### src/rtl/mem32_pkg.sv
// Shared types and helpers for the 32-bit memory load/store unit.
package mem32_pkg;

  // Bus word-address width (32K words).
  localparam int WA_W = 15;

  typedef enum logic [1:0] {
    SZ_B = 2'd0,
    SZ_H = 2'd1,
    SZ_W = 2'd2
  } size_e;

  typedef enum logic [2:0] {
    IDLE = 3'd0,
    B1   = 3'd1,
    B2   = 3'd2,
    WAIT = 3'd3,
    DONE = 3'd4
  } lsu_st_e;

  // Access width in bytes.
  function automatic logic [2:0] size_bytes(input size_e sz);
    case (sz)
      SZ_B:    return 3'd1;
      SZ_H:    return 3'd2;
      default: return 3'd4;
    endcase
  endfunction

  // True when the access crosses into the next word.
  function automatic logic is_split(input logic [1:0] o, input logic [2:0] n);
    return ({2'b00, o} + {1'b0, n}) > 4'd4;
  endfunction

  // Byte lanes touched by beat 0 (first word) or beat 1 (following word).
  function automatic logic [3:0] lane_mask(input logic [1:0] o, input logic [2:0] n,
                                           input logic beat);
    logic [7:0] ones;
    logic [7:0] full;
    case (n)
      3'd1:    ones = 8'h01;
      3'd2:    ones = 8'h03;
      default: ones = 8'h0F;
    endcase
    full = ones << o;
    return beat ? full[7:4] : full[3:0];
  endfunction

endpackage

### src/rtl/mem32_lsu_if.sv
// 32-bit memory bus: word address, write data, byte mask, write enable, read data.
interface mb32_io;
  logic                          clk;
  logic [mem32_pkg::WA_W-1:0]    ai;
  logic [31:0]                   vi;
  logic [3:0]                    bmsk;
  logic                          we;
  logic [31:0]                   vo;

  modport master (output clk, output ai, output vi, output bmsk, output we, input vo);
  modport slave  (input clk, input ai, input vi, input bmsk, input we, output vo);
endinterface

### src/rtl/mem32_align.sv
// Byte-lane steering: store data shifted into lanes, load data extracted and extended.
module mem32_align
  import mem32_pkg::*;
(
  input  size_e       size,
  input  logic        sgn,
  input  logic [1:0]  ofs,
  input  logic [31:0] wdata,
  input  logic [31:0] rd_lo,
  input  logic [31:0] rd_hi,
  output logic [31:0] st_lo,
  output logic [31:0] st_hi,
  output logic [31:0] ld_data
);

  logic [63:0] st_wide;
  logic [31:0] fld;

  // Store data spans two words: low half goes to beat 1, high half to beat 2.
  // Load field is {beat2, beat1} shifted down to lane 0, then extended.
  always_comb begin
    st_wide = {32'd0, wdata} << {ofs, 3'b000};
    st_lo   = st_wide[31:0];
    st_hi   = st_wide[63:32];
    fld     = 32'({rd_hi, rd_lo} >> {ofs, 3'b000});
    case (size)
      SZ_B:    ld_data = {{24{sgn & fld[7]}}, fld[7:0]};
      SZ_H:    ld_data = {{16{sgn & fld[15]}}, fld[15:0]};
      default: ld_data = fld;
    endcase
  end

endmodule

### src/rtl/mem32_lsu.sv
// Load/store unit: byte/half/word requests at any byte address onto the 32-bit
// word bus, splitting word-crossing accesses into two beats.
module mem32_lsu
  import mem32_pkg::*;
#(
  parameter int AW     = 17,
  parameter int RD_LAT = 1
) (
  input  logic          clk,
  input  logic          rst_n,
  input  logic          req_valid,
  output logic          req_ready,
  input  logic          req_we,
  input  logic [1:0]    req_size,
  input  logic          req_signed,
  input  logic [AW-1:0] req_addr,
  input  logic [31:0]   req_wdata,
  output logic          rsp_valid,
  output logic [31:0]   rsp_rdata,
  mb32_io.master        b32_if
);

  lsu_st_e           st_q, st_d;
  logic              we_q, we_d;
  size_e             size_q, size_d;
  logic              sgn_q, sgn_d;
  logic [AW-1:0]     addr_q, addr_d;
  logic [31:0]       wdata_q, wdata_d;
  logic [WA_W-1:0]   ai_q, ai_d;
  logic [31:0]       vi_q, vi_d;
  logic [3:0]        bmsk_q, bmsk_d;
  logic              bwe_q, bwe_d;
  logic [1:0]        cnt_q, cnt_d;
  logic [RD_LAT-1:0] pv_q, pv_d;
  logic [RD_LAT-1:0] pl_q, pl_d;
  logic [31:0]       hold_q, hold_d;
  logic [31:0]       res_q, res_d;
  logic              rsp_valid_q, rsp_valid_d;
  logic [31:0]       rsp_rdata_q, rsp_rdata_d;

  logic              idle;
  size_e             req_sz;
  size_e             cur_size;
  logic              cur_sgn;
  logic [AW-1:0]     cur_addr;
  logic [31:0]       cur_wdata;
  logic [1:0]        ofs;
  logic [2:0]        nb;
  logic              split;
  logic [WA_W-1:0]   wa;
  logic              issue, issue_last;
  logic [31:0]       rd_lo;
  logic [31:0]       st_lo, st_hi, ld_data;

  // While idle, decode straight from the request so beat 1 can be registered
  // at the accept edge; afterwards use the latched request.
  always_comb begin
    idle      = (st_q == IDLE);
    req_sz    = (req_size == 2'd3) ? SZ_W : size_e'(req_size);
    cur_size  = idle ? req_sz     : size_q;
    cur_sgn   = idle ? req_signed : sgn_q;
    cur_addr  = idle ? req_addr   : addr_q;
    cur_wdata = idle ? req_wdata  : wdata_q;
    ofs       = cur_addr[1:0];
    wa        = cur_addr[AW-1:2];
    nb        = size_bytes(cur_size);
    split     = is_split(ofs, nb);
    rd_lo     = split ? hold_q : b32_if.vo;
  end

  mem32_align u_align (
    .size    (cur_size),
    .sgn     (cur_sgn),
    .ofs     (ofs),
    .wdata   (cur_wdata),
    .rd_lo   (rd_lo),
    .rd_hi   (b32_if.vo),
    .st_lo   (st_lo),
    .st_hi   (st_hi),
    .ld_data (ld_data)
  );

  // Read-return tracker: one stage per cycle of bus read latency, tagging
  // whether the returning word is the final beat of the load.
  always_comb begin
    pv_d[0] = issue;
    pl_d[0] = issue_last;
    for (int i = 1; i < RD_LAT; i++) begin
      pv_d[i] = pv_q[i-1];
      pl_d[i] = pl_q[i-1];
    end
  end

  // Next-state, bus beat generation, read capture and response.
  always_comb begin
    st_d        = st_q;
    we_d        = we_q;
    size_d      = size_q;
    sgn_d       = sgn_q;
    addr_d      = addr_q;
    wdata_d     = wdata_q;
    ai_d        = ai_q;
    vi_d        = vi_q;
    bmsk_d      = 4'h0;
    bwe_d       = 1'b0;
    cnt_d       = cnt_q;
    hold_d      = hold_q;
    res_d       = res_q;
    rsp_valid_d = 1'b0;
    rsp_rdata_d = rsp_rdata_q;
    issue       = 1'b0;
    issue_last  = 1'b0;

    // Returning read data: first beat of a split load parks in hold, the
    // final beat is assembled immediately.
    if (pv_q[RD_LAT-1]) begin
      if (pl_q[RD_LAT-1]) res_d = ld_data;
      else                hold_d = b32_if.vo;
    end

    case (st_q)
      IDLE: begin
        if (req_valid) begin
          we_d    = req_we;
          size_d  = req_sz;
          sgn_d   = req_signed;
          addr_d  = req_addr;
          wdata_d = req_wdata;
          ai_d    = wa;
          if (req_we) begin
            vi_d   = st_lo;
            bmsk_d = lane_mask(ofs, nb, 1'b0);
            bwe_d  = 1'b1;
          end else begin
            bmsk_d = 4'hF;
          end
          st_d = B1;
        end
      end
      B1: begin
        issue      = !we_q;
        issue_last = !split;
        if (split) begin
          ai_d = wa + 1'b1;
          if (we_q) begin
            vi_d   = st_hi;
            bmsk_d = lane_mask(ofs, nb, 1'b1);
            bwe_d  = 1'b1;
          end else begin
            bmsk_d = 4'hF;
          end
          st_d = B2;
        end else begin
          st_d  = we_q ? DONE : WAIT;
          cnt_d = 2'(RD_LAT - 1);
        end
      end
      B2: begin
        issue      = !we_q;
        issue_last = 1'b1;
        st_d       = we_q ? DONE : WAIT;
        cnt_d      = 2'(RD_LAT - 1);
      end
      WAIT: begin
        if (cnt_q == 2'd0) st_d = DONE;
        else               cnt_d = cnt_q - 2'd1;
      end
      DONE: begin
        rsp_valid_d = 1'b1;
        rsp_rdata_d = we_q ? 32'd0 : res_q;
        st_d        = IDLE;
      end
      default: st_d = IDLE;
    endcase
  end

  // State and datapath registers.
  always_ff @(posedge clk or negedge rst_n) begin
    if (!rst_n) begin
      st_q        <= IDLE;
      we_q        <= 1'b0;
      size_q      <= SZ_B;
      sgn_q       <= 1'b0;
      addr_q      <= '0;
      wdata_q     <= '0;
      ai_q        <= '0;
      vi_q        <= '0;
      bmsk_q      <= '0;
      bwe_q       <= 1'b0;
      cnt_q       <= '0;
      pv_q        <= '0;
      pl_q        <= '0;
      hold_q      <= '0;
      res_q       <= '0;
      rsp_valid_q <= 1'b0;
      rsp_rdata_q <= '0;
    end else begin
      st_q        <= st_d;
      we_q        <= we_d;
      size_q      <= size_d;
      sgn_q       <= sgn_d;
      addr_q      <= addr_d;
      wdata_q     <= wdata_d;
      ai_q        <= ai_d;
      vi_q        <= vi_d;
      bmsk_q      <= bmsk_d;
      bwe_q       <= bwe_d;
      cnt_q       <= cnt_d;
      pv_q        <= pv_d;
      pl_q        <= pl_d;
      hold_q      <= hold_d;
      res_q       <= res_d;
      rsp_valid_q <= rsp_valid_d;
      rsp_rdata_q <= rsp_rdata_d;
    end
  end

  assign req_ready   = idle;
  assign rsp_valid   = rsp_valid_q;
  assign rsp_rdata   = rsp_rdata_q;
  assign b32_if.clk  = clk;
  assign b32_if.ai   = ai_q;
  assign b32_if.vi   = vi_q;
  assign b32_if.bmsk = bmsk_q;
  assign b32_if.we   = bwe_q;

endmodule

### src/flat_wrapper.sv
// flat-port wrapper written by rule: the top's interface ports become plain ports
module mem32_lsu_flat import mem32_pkg::*;
#(
  parameter int AW     = 17,
  parameter int RD_LAT = 1
)
  (clk, rst_n, req_valid, req_ready, req_we, req_size, req_signed, req_addr, req_wdata, rsp_valid, rsp_rdata, b32_if_clk, b32_if_ai, b32_if_vi, b32_if_bmsk, b32_if_we, b32_if_vo);
  mb32_io b32_if_i ();
  input  logic clk;
  input  logic rst_n;
  input  logic req_valid;
  output logic req_ready;
  input  logic req_we;
  input  logic [1:0] req_size;
  input  logic req_signed;
  input  logic [AW-1:0] req_addr;
  input  logic [31:0] req_wdata;
  output logic rsp_valid;
  output logic [31:0] rsp_rdata;
  output wire logic [$bits(b32_if_i.clk)-1:0] b32_if_clk;
  output wire logic [$bits(b32_if_i.ai)-1:0] b32_if_ai;
  output wire logic [$bits(b32_if_i.vi)-1:0] b32_if_vi;
  output wire logic [$bits(b32_if_i.bmsk)-1:0] b32_if_bmsk;
  output wire logic [$bits(b32_if_i.we)-1:0] b32_if_we;
  input wire logic [$bits(b32_if_i.vo)-1:0] b32_if_vo;
  assign b32_if_clk = b32_if_i.clk;
  assign b32_if_ai = b32_if_i.ai;
  assign b32_if_vi = b32_if_i.vi;
  assign b32_if_bmsk = b32_if_i.bmsk;
  assign b32_if_we = b32_if_i.we;
  assign b32_if_i.vo = b32_if_vo;
  mem32_lsu #(.AW(AW), .RD_LAT(RD_LAT)) u_core (.clk(clk), .rst_n(rst_n), .req_valid(req_valid), .req_ready(req_ready), .req_we(req_we), .req_size(req_size), .req_signed(req_signed), .req_addr(req_addr), .req_wdata(req_wdata), .rsp_valid(rsp_valid), .rsp_rdata(rsp_rdata), .b32_if(b32_if_i));
endmodule
### config.mk
export PLATFORM = sky130hd
export DESIGN_NAME = mem32_lsu_flat
export DESIGN_NICKNAME = d
export VERILOG_FILES = /design/src/rtl/mem32_pkg.sv /design/src/rtl/mem32_lsu_if.sv /design/src/rtl/mem32_align.sv /design/src/rtl/mem32_lsu.sv /design/src/flat_wrapper.sv
export SDC_FILE = /design/constraint.sdc
export NUM_CORES = 1
export LEC_CHECK = 0
export CORE_MARGIN = 10
export CORE_UTILIZATION = 29
export DETAILED_ROUTE_END_ITERATION = 10
export DONT_BUFFER_PORTS = 1
export SLEW_MARGIN = 10
export SYNTH_ARGS = -nofsm -noshare
export SYNTH_HDL_FRONTEND = slang
export SYNTH_SLANG_ARGS = --single-unit
### constraint.sdc
create_clock -name clk -period 5.6 [get_ports clk]
set_clock_uncertainty 0.2 [all_clocks]
set_input_delay 0.84 -clock clk [delete_from_list [all_inputs] [get_ports clk]]
set_output_delay 0.84 -clock clk [all_outputs]
set_load 0.05 [all_outputs]
### Word-level counts from Yosys, hierarchy flattened

Index checks and enable logic that the tools add are counted.

| cells by class | value |
|---|---|
| $mul | 0 |
| $lt $le $gt $ge | 1 |
| mux-type cells | 45 |
| eq/ne operators | 15 |
| add/subtract/negate cells | 3 |
| divide/modulo/power cells | 0 |
| bitwise gates (word level) | 3 |
| shifts and indexed selects | 4 |
| reductions and logical operators | 15 |

Operators with widths:

| kind | number |
|---|---|
| 32-bit two-way mux | 7 |
| 32-bit one-hot mux with 2 select lines | 2 |
| 32-bit by 5-bit << shifter with 64-bit output | 1 |
| 64-bit by 5-bit right shift with 32-bit output | 1 |
| 8-bit two-way mux | 6 |
| 15-bit two-way mux | 2 |
| 15-bit one-hot mux with 2 select lines | 1 |
| 17-bit two-way mux | 1 |
| 4-bit two-way mux | 4 |
| 4-bit one-hot mux with 2 select lines | 2 |
| 15-bit by 1-bit adder with 15-bit output (second input constant) | 1 |
| 3-bit two-way mux | 4 |
| 3-bit one-hot mux with 4 select lines | 1 |
| 3-bit by 2-bit == test with 1-bit output (second input constant) | 3 |
| 2-bit two-way mux | 4 |
| 2-bit by 1-bit != test with 1-bit output (second input constant) | 4 |
| 2-bit AND reduction | 4 |
| 8-bit by 2-bit << shifter with 4-bit output | 1 |
| 8-bit by 2-bit << shifter with 8-bit output | 1 |
| 1-bit two-way mux | 7 |
| 3-bit by 1-bit == test with 1-bit output (second input constant) | 2 |
| 2-bit != test (second input constant) | 3 |
| 2-bit one-hot mux with 3 select lines | 1 |
| 3-bit one-hot mux with 2 select lines | 1 |
| 17 further kinds | 22 |

| word-level totals | value |
|---|---|
| bits of input ports | 88 |
| bits in latches | 0 |
| memory bits (writable) | 0 |
| memories kept | 0 |
| word-level logic and storage cells | 103 |
| flip-flop bits (word level) | 209 |
| bits in read-only memories | 0 |

### Longest topological paths before layout

Gate-level depths: netlist of run 1.

| depth | value |
|---|---|
| word-level depth | 14 |
| mapped depth | 20 |
| depth with buffers taken out | 14 |

### Modules after synthesis

From an unflattened synthesis of run 1, not the netlist that was laid out.

| second synthesis, totals | value |
|---|---|
| cell total of the unflattened synthesis | 1261 |
| area, all modules | 11886.4 µm² |

By module, submodules not included:

| module | cells each | instances | area each (µm²) |
|---|---|---|---|
| mem32_lsu | 1027 | 1 | 10060.9 |
| mem32_align | 234 | 1 | 1825.5 |

==> results of run 1 <==
[placed cells by master, fill, tap and decap left out, types with 9 or more instances in the layout]
cell and n:
sky130_fd_sc_hd__xnor2_1 11, sky130_fd_sc_hd__o22ai_1 13, sky130_fd_sc_hd__nor3_1 10, sky130_fd_sc_hd__a31oi_1 16, sky130_fd_sc_hd__o21ai_0 95, sky130_fd_sc_hd__clkbuf_1 9
sky130_fd_sc_hd__a211oi_1 13, sky130_fd_sc_hd__clkbuf_16 25, sky130_fd_sc_hd__and3_1 20, sky130_fd_sc_hd__a21oi_1 95, sky130_fd_sc_hd__nor2_1 102, sky130_fd_sc_hd__mux2_2 50
sky130_fd_sc_hd__mux2i_1 64, sky130_fd_sc_hd__buf_4 19, sky130_fd_sc_hd__nand2_1 410, sky130_fd_sc_hd__dfrtp_1 209
[flip-flops by register name, indices dropped and copies added, names as in the netlist]
register	count
u_core.we_q	1
u_core.st_q	3
u_core.b32_if.vi	32
u_core.b32_if.we	1
u_core.wdata_q	32
u_core.pv_q	1
u_core.hold_q	32
u_core.cnt_q	2
u_core.pl_q	1
u_core.rsp_valid	1
u_core.size_q	2
u_core.sgn_q	1
u_core.b32_if.bmsk	4
u_core.b32_if.ai	15
u_core.rsp_rdata	32
u_core.addr_q	17
u_core.res_q	32
[worst max-delay path: stages, from the launching register on]
cell	delay, ns
sky130_fd_sc_hd__dfrtp_1	0.53
sky130_fd_sc_hd__or3_2	0.63
sky130_fd_sc_hd__mux2i_2	0.38
sky130_fd_sc_hd__inv_1	0.09
sky130_fd_sc_hd__ha_1	0.23
sky130_fd_sc_hd__fa_1	0.38
sky130_fd_sc_hd__xnor2_1	0.32
sky130_fd_sc_hd__o22a_1	0.28
sky130_fd_sc_hd__mux2i_1	0.40
sky130_fd_sc_hd__a22oi_1	0.24
sky130_fd_sc_hd__a221oi_4	0.55
sky130_fd_sc_hd__nand2_2	0.21
sky130_fd_sc_hd__o22a_1	0.22
[worst max-delay path by stage]
stage | from | to | slack [ns] | cells past startpoint
2_1_floorplan | req_addr[0] | u_core.res_q[16]$_DFFE_PN0P_ | 0.95 | 15
4_1_cts | u_core.st_q[1]$_DFFE_PN0P_ | u_core.res_q[18]$_DFFE_PN0P_ | 0.85 | 12
6_report | u_core.st_q[1]$_DFFE_PN0P_ | u_core.res_q[18]$_DFFE_PN0P_ | 0.82 | 12
5_1_grt | u_core.st_q[1]$_DFFE_PN0P_ | u_core.res_q[16]$_DFFE_PN0P_ | 0.50 | 12
3_3_place_gp | u_core.st_q[1]$_DFFE_PN0P_ | u_core.res_q[22]$_DFFE_PN0P_ | 1.01 | 12
3_5_place_dp | u_core.st_q[1]$_DFFE_PN0P_ | u_core.res_q[18]$_DFFE_PN0P_ | 0.85 | 12
[metal layers]
layer,vias to the layer above,global-route usage [%],routed length [um]
met4,0,4.45,882
met5,-,0,0
li1,4370,-,-
met1,4310,17.6,14300
met2,339,23.6,16200
met3,58,6.45,3990
[cells by family after synthesis]
family                   after synthesis
AO/OA/AOI/OAI                        279
multiplexers                         117
AND/OR/NAND/NOR                      580
flip-flops                           209
adder cells (fa/ha/maj)                6
XOR/XNOR                              17
buffers and inverters                103
[through the flow]
step	std cells	util, %	area (um2)
after floorplan	1311	-	11100
after global placement	1751	30.7	11600
after detailed placement	1751	30.7	11600
after CTS	1796	32.8	12400
after global routing	1796	32.8	12400
final	1796	32.8	12400
[area by class of cell]
class	count	area [um2]
well taps	511	639
flip-flops and latches	209	5230
repair buffers	19	143
clock buffers	39	728
fillers	3903	25400
multi-input cells	999	5520
inverters	13	48.8
clock inverters	6	66.3
==> Implementation_results.wiki, run 1 <==
{| class="wikitable"
! Metric !! Value
|-
| Run status || complete, but fails checks
|-
| Failing checks || hold timing
|-
| Count of buffers added by post-CTS timing repair for setup || 0
|-
| Number of global-route vias before repair || just under 9,000
|-
| Number of synthesized register bits || between 200 and 250
|-
| Worst slack at placement || 0.847 ns
|-
| Fraction of the mapped netlist area in adder cells || less than 1%
|-
| Post-DR vias/cell || just over 5
|-
| Highest Clock Rate || 209 MHz
|-
| Netlist Area Pre-Place || approximately 11,000 um2
|-
| Final hold violations || around 210
|-
| DIE HEIGHT || approximately 220 um
|-
| Via count of the routed design || 9,077
|-
| Post-synthesis sequential area ratio || 47.0%
|-
| Dominant combinational cell family by area after synthesis || simple AND/OR/NAND/NOR gates
|-
| Wire length of the first global-routing pass || about 54,000 um
|-
| Cells taking the most area after synthesis || sky130_fd_sc_hd__dfrtp_1, sky130_fd_sc_hd__nand2_1, sky130_fd_sc_hd__mux2i_1, sky130_fd_sc_hd__mux2_2, sky130_fd_sc_hd__a21oi_1
|-
| Worst R2R Setup Slack || roughly 0.82 ns
|-
| Ports || around 180
|-
| Simple logic cell fraction of the synthesized area || 21.0%
|-
| Post-synth top flop || sky130_fd_sc_hd__dfrtp_1
|-
| Cell chosen for the clock root || sky130_fd_sc_hd__clkbuf_16
|-
| Worst path setup slack after routing || 0.820 ns
|-
| Sum of negative setup slack || 0 ns
|-
| Inserted Diodes || 0
|-
| Reg-to-reg critical path endpoint || u_core.res_q[18]$_DFFE_PN0P_
|-
| Most numerous cell types in the synthesized netlist || sky130_fd_sc_hd__nand2_1, sky130_fd_sc_hd__dfrtp_1, sky130_fd_sc_hd__nor2_1
|-
| CTS buffer count || 25
|-
| Yosys cell types || 57
|-
| Xor-xnor portion of the synthesized cell area || under 10%
|-
| Post-cts sizing count || 0
|-
| Setup repair after global routing missed its margin || false
|-
| Layout Nets || roughly 1,400
|-
| Number of H-tree levels || 1
|-
| Antenna violations before repair || 0
|-
| Maximum Capacitance Violations || 0
|-
| R2R depth || 12
|-
| Path type of the worst min-delay path || in -> async
|-
| Top-area cell type share of the netlist area || about 47%
|-
| Most frequently used cell type in the post-synthesis netlist || sky130_fd_sc_hd__nand2_1
|-
| Count of antenna-violating nets left after detailed routing || 0
|-
| Hold slack final || -0.193 ns
|-
| Global placer's final weighted congestion || 0.863
|-
| Endpoint kind of the worst setup timing path || register
|-
| Full die area || approximately 47,000 um2
|-
| Crit-path max FO || 15
|-
| Clock tree sinks || 209
|-
| First drt pass iteration count || 5
|-
| Post-synth EDFFs || 0
|-
| Biggest area consumer among synthesized cells || sky130_fd_sc_hd__dfrtp_1
|-
| CP arrival || approximately 5.0 ns
|-
| Total core area || approximately 38,000 um2
|-
| Relative slew slack || a little under a quarter
|-
| Syn-to-layout area delta || 11.2%
|-
| Final setup vio count || 0
|-
| Maximum number of pins on one net before global-route repair || 210
|-
| Overflow left after global routing || 0
|-
| Number of standard-cell rows in the floorplan || 71
|-
| Worst-Margin Slew || between 1 and 1.5 ns
|-
| Yosys warnings || 0
|-
| Critical setup path kind || reg -> reg
|-
| Share of cell area taken by muxes after synthesis || between 10 and 15%
|-
| Net count of the mapped netlist || 1,405
|-
| Share of flip-flops with an asynchronous set or reset after synthesis || between 90% and 100%
|-
| Synthesized instance count || ~1,300
|-
| Routed wire length || approximately 35,000 um
|-
| Start of the worst register-to-register path || u_core.st_q[1]$_DFFE_PN0P_
|-
| Final clock period utilization by the worst path || a little under nine tenths
|-
| Number of buffers on the longest clock path || 3
|-
| Total DRC errors in the routed layout || 0
|-
| CP Data Required Time || a little under 6 ns
|-
| Tmin final || around 4.8 ns
|-
| Average wire length per cell after detail routing || slightly below 20 um
|-
| Share of layout cells above drive strength 1 || 10.4%
|-
| Die W || between 200 and 250 um
|-
| Count of buffers from port buffering || 0
|-
| Clock transition at path regs || about 0.06 ns
|-
| Avg Inst Size Synth || about 8.5 um2
|-
| Fraction of the mapped netlist area in compound gates || ~15%
|-
| Clk Latency, worst-skew pair || ~0.54 ns
|-
| Final max-slew violation count || 0
|-
| Crit start category || register
|-
| Iter 0 DRT Violations || ~720
|-
| Tot GR Track Use || 14.8%
|-
| Effective utilization at floorplan || between 20% and 30%
|-
| HPWL after detailed placement || 25,200 um
|-
| Clock tree from TritonCTS || done
|}
Power of run 1 is not shown: default switching activity piles up to over one toggle a cycle in this logic, so the estimate is an artifact.
==> inputs of run 2 (changes only) <==
- CAP_MARGIN: default -> 20
==> run 2 against run 1 <==
  * The run still ends with hold timing left
  * Worst setup slack worse by 0.072 ns
  * Utilization about the same
  * Fmax down 1.5%
  * Count of clock-buffer cells in the layout unchanged
  * Register-to-register slack worse by 0.07 ns
  * First-iteration DRC count down 6.4%
  * Non-clock buffer count up 1
  * Sequential share of layout area about the same
  * Critical endpoint unchanged
  * Largest cell class unchanged
==> Implementation_results.wiki, run 2 (synthesis results as in run 1) <==
{| class="wikitable"
! Metric !! Value
|-
| Run status || complete, but fails checks
|-
| Failing checks || hold timing
|-
| Setup repair after global routing missed its margin || false
|-
| Hold slack final || -0.192 ns (+0.00144 ns)
|-
| DIE HEIGHT || 216 um (unchanged)
|-
| HPWL after detailed placement || 25,300 um (+0.75%)
|-
| Total DRC errors in the routed layout || 0 (unchanged)
|-
| Die W || 216 um (unchanged)
|-
| Endpoint kind of the worst setup timing path || register
|-
| Final max-slew violation count || 0 (unchanged)
|-
| Leading cell type in the layout, fill and taps excluded || sky130_fd_sc_hd__nand2_1
|-
| Crit start category || register
|-
| Number of global-route vias before repair || 8,835 (+1.4%)
|-
| Relative slew slack || 32.2% (+9.2 points)
|-
| Path type of the worst min-delay path || in -> async
|-
| Average wire length per cell after detail routing || 19.7 um (about the same)
|-
| Crit-path max FO || 15 (unchanged)
|-
| Overflow left after global routing || 0 (unchanged)
|-
| Cell chain of the critical path || or3_2, mux2i_2, inv_1, ha_1, fa_1, xnor2_1, o22a_1, mux2i_1, a22oi_1, a221oi_4, nand2_2, o22a_1
|-
| Cell mode on critical path || sky130_fd_sc_hd__o22a_1
|-
| CP Data Required Time || 5.81 ns (about the same)
|-
| Total core area || 37,800 um2 (unchanged)
|-
| Sum of buffers and inverters on the critical path || 1 (unchanged)
|-
| Ports || 175 (unchanged)
|-
| Critical setup path kind || reg -> reg
|-
| Wire length of the first global-routing pass || 54,500 um (+0.57%)
|-
| Layout Nets || 1,362 (+0.073%)
|-
| Count of buffers added by post-CTS timing repair for setup || 0 (unchanged)
|-
| First drt pass iteration count || 5 (unchanged)
|-
| Max stage delay cell, worst path || sky130_fd_sc_hd__or3_2
|-
| Count of buffers from port buffering || 0 (unchanged)
|-
| Cell type group with the largest total delay on the critical path || compound AO/OA/AOI/OAI gates
|-
| Iter 0 DRT Violations || 678 (-6.4%)
|-
| Number of buffers on the longest clock path || 3 (unchanged)
|-
| Maximum number of pins on one net before global-route repair || 210 (unchanged)
|-
| Sum of negative setup slack || 0 ns (unchanged)
|-
| Via count of the routed design || 9,075 (-0.022%)
|-
| Count of antenna-violating nets left after detailed routing || 0 (unchanged)
|-
| Post-cts sizing count || 0 (unchanged)
|-
| CP arrival || 5.06 ns (+0.07 ns)
|-
| Syn-to-layout area delta || 11.3% (about the same)
|-
| Effective utilization at floorplan || 29.5% (unchanged)
|-
| Clock transition at path regs || 0.06 ns (about the same)
|-
| Cell chosen for the clock root || sky130_fd_sc_hd__clkbuf_16
|-
| Post-DR vias/cell || 5.04 (-0.19%)
|-
| Clock tree from TritonCTS || done
|-
| Full die area || 46,600 um2 (unchanged)
|-
| Number of standard-cell rows in the floorplan || 71 (unchanged)
|-
| Biggest cell delay along the critical path || 0.63 ns (about the same)
|-
| Tmin final || 4.85 ns (+0.0718 ns)
|-
| Routed wire length || 35,400 um (+0.21%)
|-
| Global placer's final weighted congestion || 0.863 (unchanged)
|-
| Final clock period utilization by the worst path || 86.6% (+1.3 points)
|-
| Final hold violations || 209 (unchanged)
|-
| Share of layout cells above drive strength 1 || 10.6% (+0.14 points)
|-
| Tot GR Track Use || 14.9% (+0.10 points)
|-
| Commonest cells after routing, fill and taps aside || sky130_fd_sc_hd__nand2_1, sky130_fd_sc_hd__dfrtp_1, sky130_fd_sc_hd__nor2_1
|-
| Final setup vio count || 0 (unchanged)
|-
| Antenna violations before repair || 1 (+1)
|-
| Number of H-tree levels || 1 (unchanged)
|-
| CTS buffer count || 25 (unchanged)
|-
| Worst-Margin Slew || 1.02 ns (-0.134 ns)
|-
| Clock tree sinks || 209 (unchanged)
|-
| Worst R2R Setup Slack || 0.75 ns (-0.07 ns)
|-
| Highest Clock Rate || 206 MHz (-1.5%)
|-
| Maximum Capacitance Violations || 0 (unchanged)
|-
| Clk Latency, worst-skew pair || 0.54 ns (about the same)
|}
## run 2: final timing paths
kind / startpoint / end / depth (start not counted)
setup / recovery: u_core.st_q[1]$_DFFE_PN0P_ / u_core.res_q[18]$_DFFE_PN0P_ / 12
hold / removal: rst_n / u_core.rsp_rdata[3]$_DFFE_PN0P_ / 0
setup reg to reg: u_core.st_q[1]$_DFFE_PN0P_ / u_core.res_q[18]$_DFFE_PN0P_ / 12
hold reg to reg: u_core.addr_q[11]$_DFFE_PN0P_ / u_core.addr_q[11]$_DFFE_PN0P_ / 2
max in group asynchronous: rst_n / u_core.b32_if.vi[20]$_DFFE_PN0P_ / 0
min in group clk: req_addr[6] / u_core.addr_q[6]$_DFFE_PN0P_ / 2
## run 2: worst register-to-register path: stages, from the launching register on
cell and delay (ns):
sky130_fd_sc_hd__dfrtp_1 0.53, sky130_fd_sc_hd__or3_2 0.63, sky130_fd_sc_hd__mux2i_2 0.39, sky130_fd_sc_hd__inv_1 0.09, sky130_fd_sc_hd__ha_1 0.24, sky130_fd_sc_hd__fa_1 0.39, sky130_fd_sc_hd__xnor2_1 0.32, sky130_fd_sc_hd__o22a_1 0.27
sky130_fd_sc_hd__mux2i_1 0.40, sky130_fd_sc_hd__a22oi_1 0.26, sky130_fd_sc_hd__a221oi_4 0.56, sky130_fd_sc_hd__nand2_2 0.22, sky130_fd_sc_hd__o22a_1 0.22
## run 2: routing by layer
layer  global-route usage, %  wire length, um
met5                       0                0
met4                    4.08              727
met3                    6.25             4040
met2                    23.8            16400
met1                    18.0            14200
## run 2: per-stage QoR
stage	area, um2	setup WS (ns)	util (%)	hold WS (ns)	instances
finish	12400	0.748	32.8	-0.192	1799
global route	12400	0.505	32.8	-0.220	1798
CTS	12400	0.808	32.8	-0.216	1798
detailed placement	11600	0.860	30.7	0.261	1752
global placement	11600	1.01	30.7	0.257	1751
floorplan	11100	0.945	-	0.245	1311
## run 2: area by class of cell
type,count,area [um2]
sequential,209,5230
antenna,1,2.50
tap,511,639
inverter,13,48.8
timing repair buffer,20,170
fill,3911,25400
clock inverter,7,45.0
multi-input combinational,999,5520
clock buffer,39,728
Power of run 2 is left out for the same reason.
==> inputs of run 3 (changes only) <==
- CORE_UTILIZATION: 29 -> 25
==> run 3 against run 2 <==
  * The run still ends with hold timing left
  * First-iteration DRC count up 0.59%
  * Non-clock buffer count down 1
  * Die area grew 14%
  * Final cell count up 4.2%
  * Critical path depth is the same
  * Register-to-register slack lost 0.18 ns
  * Worst setup slack got worse by 0.18 ns
  * Worst hold slack about the same
  * Cell area rose by 1.8%
  * Via count increased by 0.87%
  * Sequential cell count did not move
  * Critical endpoint is now u_core.res_q[22]$_DFFE_PN0P_
==> Implementation_results.wiki, run 3 (synthesis results as in run 1) <==
{| class="wikitable"
! Metric !! Value
|-
| Run status || complete, but fails checks
|-
| Failing checks || hold timing
|-
| CP Data Required Time || 5.81 ns (about the same)
|-
| CP arrival || 5.25 ns (+0.19 ns)
|-
| Clock transition at path regs || 0.06 ns (about the same)
|-
| Met2 Track Usage GR || 21.3% (-2.4 points)
|-
| Tot GR Track Use || 13.3% (-1.6 points)
|-
| Final max-slew violation count || 0 (unchanged)
|-
| Final clock period utilization by the worst path || 89.8% (+3.2 points)
|-
| Syn-to-layout area delta || 13.3%
|-
| Wire length of the first global-routing pass || 55,100 um (+1.1%)
|-
| Iter 0 DRT Violations || 682 (+0.59%)
|-
| Worst-Margin Slew || 0.805 ns (-0.211 ns)
|-
| # placed instances || 1,829 (+4.4%)
|-
| Die W || 231 um (+7.0%)
|-
| Count of antenna-violating nets left after detailed routing || 0 (unchanged)
|-
| Final setup vio count || 0 (unchanged)
|-
| Count of buffers added by post-CTS timing repair for setup || 0 (unchanged)
|-
| Post-DR vias/cell || 4.88 (-3.2%)
|-
| Number of global-route vias before repair || 8,697 (-1.6%)
|-
| Effective utilization at floorplan || 25.2% (-4.3 points)
|-
| DIE HEIGHT || 231 um (+7.0%)
|-
| Count of buffers from port buffering || 0 (unchanged)
|-
| Commonest cells after routing, fill and taps aside || sky130_fd_sc_hd__nand2_1, sky130_fd_sc_hd__dfrtp_1, sky130_fd_sc_hd__nor2_1
|-
| Hold slack final || -0.191 ns (+0.000482 ns)
|-
| HPWL after detailed placement || 26,500 um (+4.6%)
|-
| Layout Nets || 1,360 (-0.15%)
|-
| Overflow left after global routing || 0 (unchanged)
|-
| Number of standard-cell rows in the floorplan || 77 (+8.5%)
|-
| Worst slack at placement || 0.606 ns (-0.255 ns)
|-
| Inserted Diodes || 0 (-1)
|-
| Critical setup path kind || reg -> reg
|-
| Multi-input gate area in the final layout || 5520 um2 (unchanged)
|-
| Antenna violations before repair || 1 (unchanged)
|-
| Average wire length per cell after detail routing || 19.4 um (-1.2%)
|-
| Post-cts sizing count || 0 (unchanged)
|-
| First drt pass iteration count || 5 (unchanged)
|-
| Number of buffers on the longest clock path || 3 (unchanged)
|-
| Clk Latency, worst-skew pair || 0.53 ns (about the same)
|-
| Busiest layer in global routing || met2
|-
| Clock tree sinks || 209 (unchanged)
|-
| Routed wire length || 36,400 um (+3.0%)
|-
| Filler instances || 4,752 (+22%)
|-
| Path type of the worst min-delay path || in -> async
|-
| Leading cell type in the layout, fill and taps excluded || sky130_fd_sc_hd__nand2_1
|-
| Share of layout cells above drive strength 1 || 10.8% (+0.19 points)
|-
| Met1 track demand over resource || 15.5% (-2.5 points)
|-
| Total DRC errors in the routed layout || 0 (unchanged)
|-
| Total core area || 44,100 um2 (+17%)
|-
| Sum of negative setup slack || 0 ns (unchanged)
|-
| Maximum Capacitance Violations || 0 (unchanged)
|-
| Ports || 175 (unchanged)
|-
| CTS buffer count || 24 (-4.0%)
|-
| Endpoint kind of the worst setup timing path || register
|-
| Worst path setup slack after routing || 0.569 ns (-0.179 ns)
|-
| R2R depth || 12 (unchanged)
|-
| FF/Latch Area || 5230 um2 (unchanged)
|-
| Crit-path max FO || 16 (+1)
|-
| Cell Count, Final, Fillers Out || 1,875 (+4.2%)
|-
| Cell chosen for the clock root || sky130_fd_sc_hd__clkbuf_16
|-
| Clock tree from TritonCTS || done
|-
| Global placer's final weighted congestion || 0.848 (-1.7%)
|-
| Global Route met3 Usage || 6.78% (+0.53 points)
|-
| Crit start category || register
|-
| Final hold violations || 209 (unchanged)
|-
| Setup repair after global routing missed its margin || false
|-
| Relative slew slack || 46.1% (+14 points)
|-
| Via count of the routed design || 9,154 (+0.87%)
|-
| Tmin final || 5.03 ns (+0.179 ns)
|-
| Number of H-tree levels || 1 (unchanged)
|-
| Maximum number of pins on one net before global-route repair || 210 (unchanged)
|-
| Highest Clock Rate || 199 MHz (-3.6%)
|-
| Full die area || 53,400 um2 (+14%)
|}
==> run 3: cell types whose count changed in the layout (fill, tap and decap cells not counted) <==
cell	previous run	this run
sky130_fd_sc_hd__diode_2	1	0
sky130_fd_sc_hd__bufinv_16	0	5
sky130_fd_sc_hd__clkbuf_8	5	3
sky130_fd_sc_hd__buf_4	19	15
sky130_fd_sc_hd__inv_6	2	0
sky130_fd_sc_hd__clkinv_2	4	6
sky130_fd_sc_hd__buf_12	0	3
sky130_fd_sc_hd__clkbuf_1	9	3
sky130_fd_sc_hd__clkinvlp_4	1	0
sky130_fd_sc_hd__clkinv_4	0	1
==> run 3: layer usage <==
metal  vias up  wire length (um)
met5         -                 0
met4         0               701
met3        50              4680
met2       325             17000
met1      4421             14100
li1       4358                 -
==> run 3: layout make-up <==
class,count,share of cell area [%]
multi-input cells,999,43.8
flip-flops and latches,209,41.5
repair buffers,19,1.59
clock inverters,12,1.50
clock buffers,31,5.38
inverters,13,0.387
well taps,592,5.88
==> run 3: through the flow <==
step	cell area, um2	util [%]
after global placement	11700	26.4
after CTS	12500	28.4
after detailed placement	11700	26.4
after floorplan	11100	-
final	12600	28.6
after global routing	12600	28.6
==> run 3: path summary, 6_finish.rpt <==
| kind | start | end | slack [ns] |
|---|---|---|---|
| worst max-delay path | u_core.st_q[1]$_DFFE_PN0P_ | u_core.res_q[22]$_DFFE_PN0P_ | 0.57 |
| worst min-delay path | rst_n | u_core.res_q[1]$_DFFE_PN0P_ | -0.19 |
| worst max register to register | u_core.st_q[1]$_DFFE_PN0P_ | u_core.res_q[22]$_DFFE_PN0P_ | 0.57 |
| worst min register to register | u_core.addr_q[12]$_DFFE_PN0P_ | u_core.addr_q[12]$_DFFE_PN0P_ | 0.27 |
| max in group asynchronous | rst_n | u_core.b32_if.vi[0]$_DFFE_PN0P_ | 5.11 |
| min in group clk | req_wdata[10] | u_core.wdata_q[10]$_DFFE_PN0P_ | 0.20 |
==> run 3: worst max-delay path, stage by stage, from the launching register on <==
cell	delay (ns)
sky130_fd_sc_hd__dfrtp_1	0.53
sky130_fd_sc_hd__or3_2	0.76
sky130_fd_sc_hd__mux2i_2	0.45
sky130_fd_sc_hd__inv_1	0.09
sky130_fd_sc_hd__ha_1	0.24
sky130_fd_sc_hd__fa_1	0.39
sky130_fd_sc_hd__xnor2_1	0.32
sky130_fd_sc_hd__o22a_1	0.33
sky130_fd_sc_hd__mux2i_1	0.41
sky130_fd_sc_hd__a22oi_1	0.24
sky130_fd_sc_hd__a221oi_4	0.53
sky130_fd_sc_hd__nand2_2	0.21
sky130_fd_sc_hd__o22a_1	0.22
Power of run 3 is left out for the same reason.
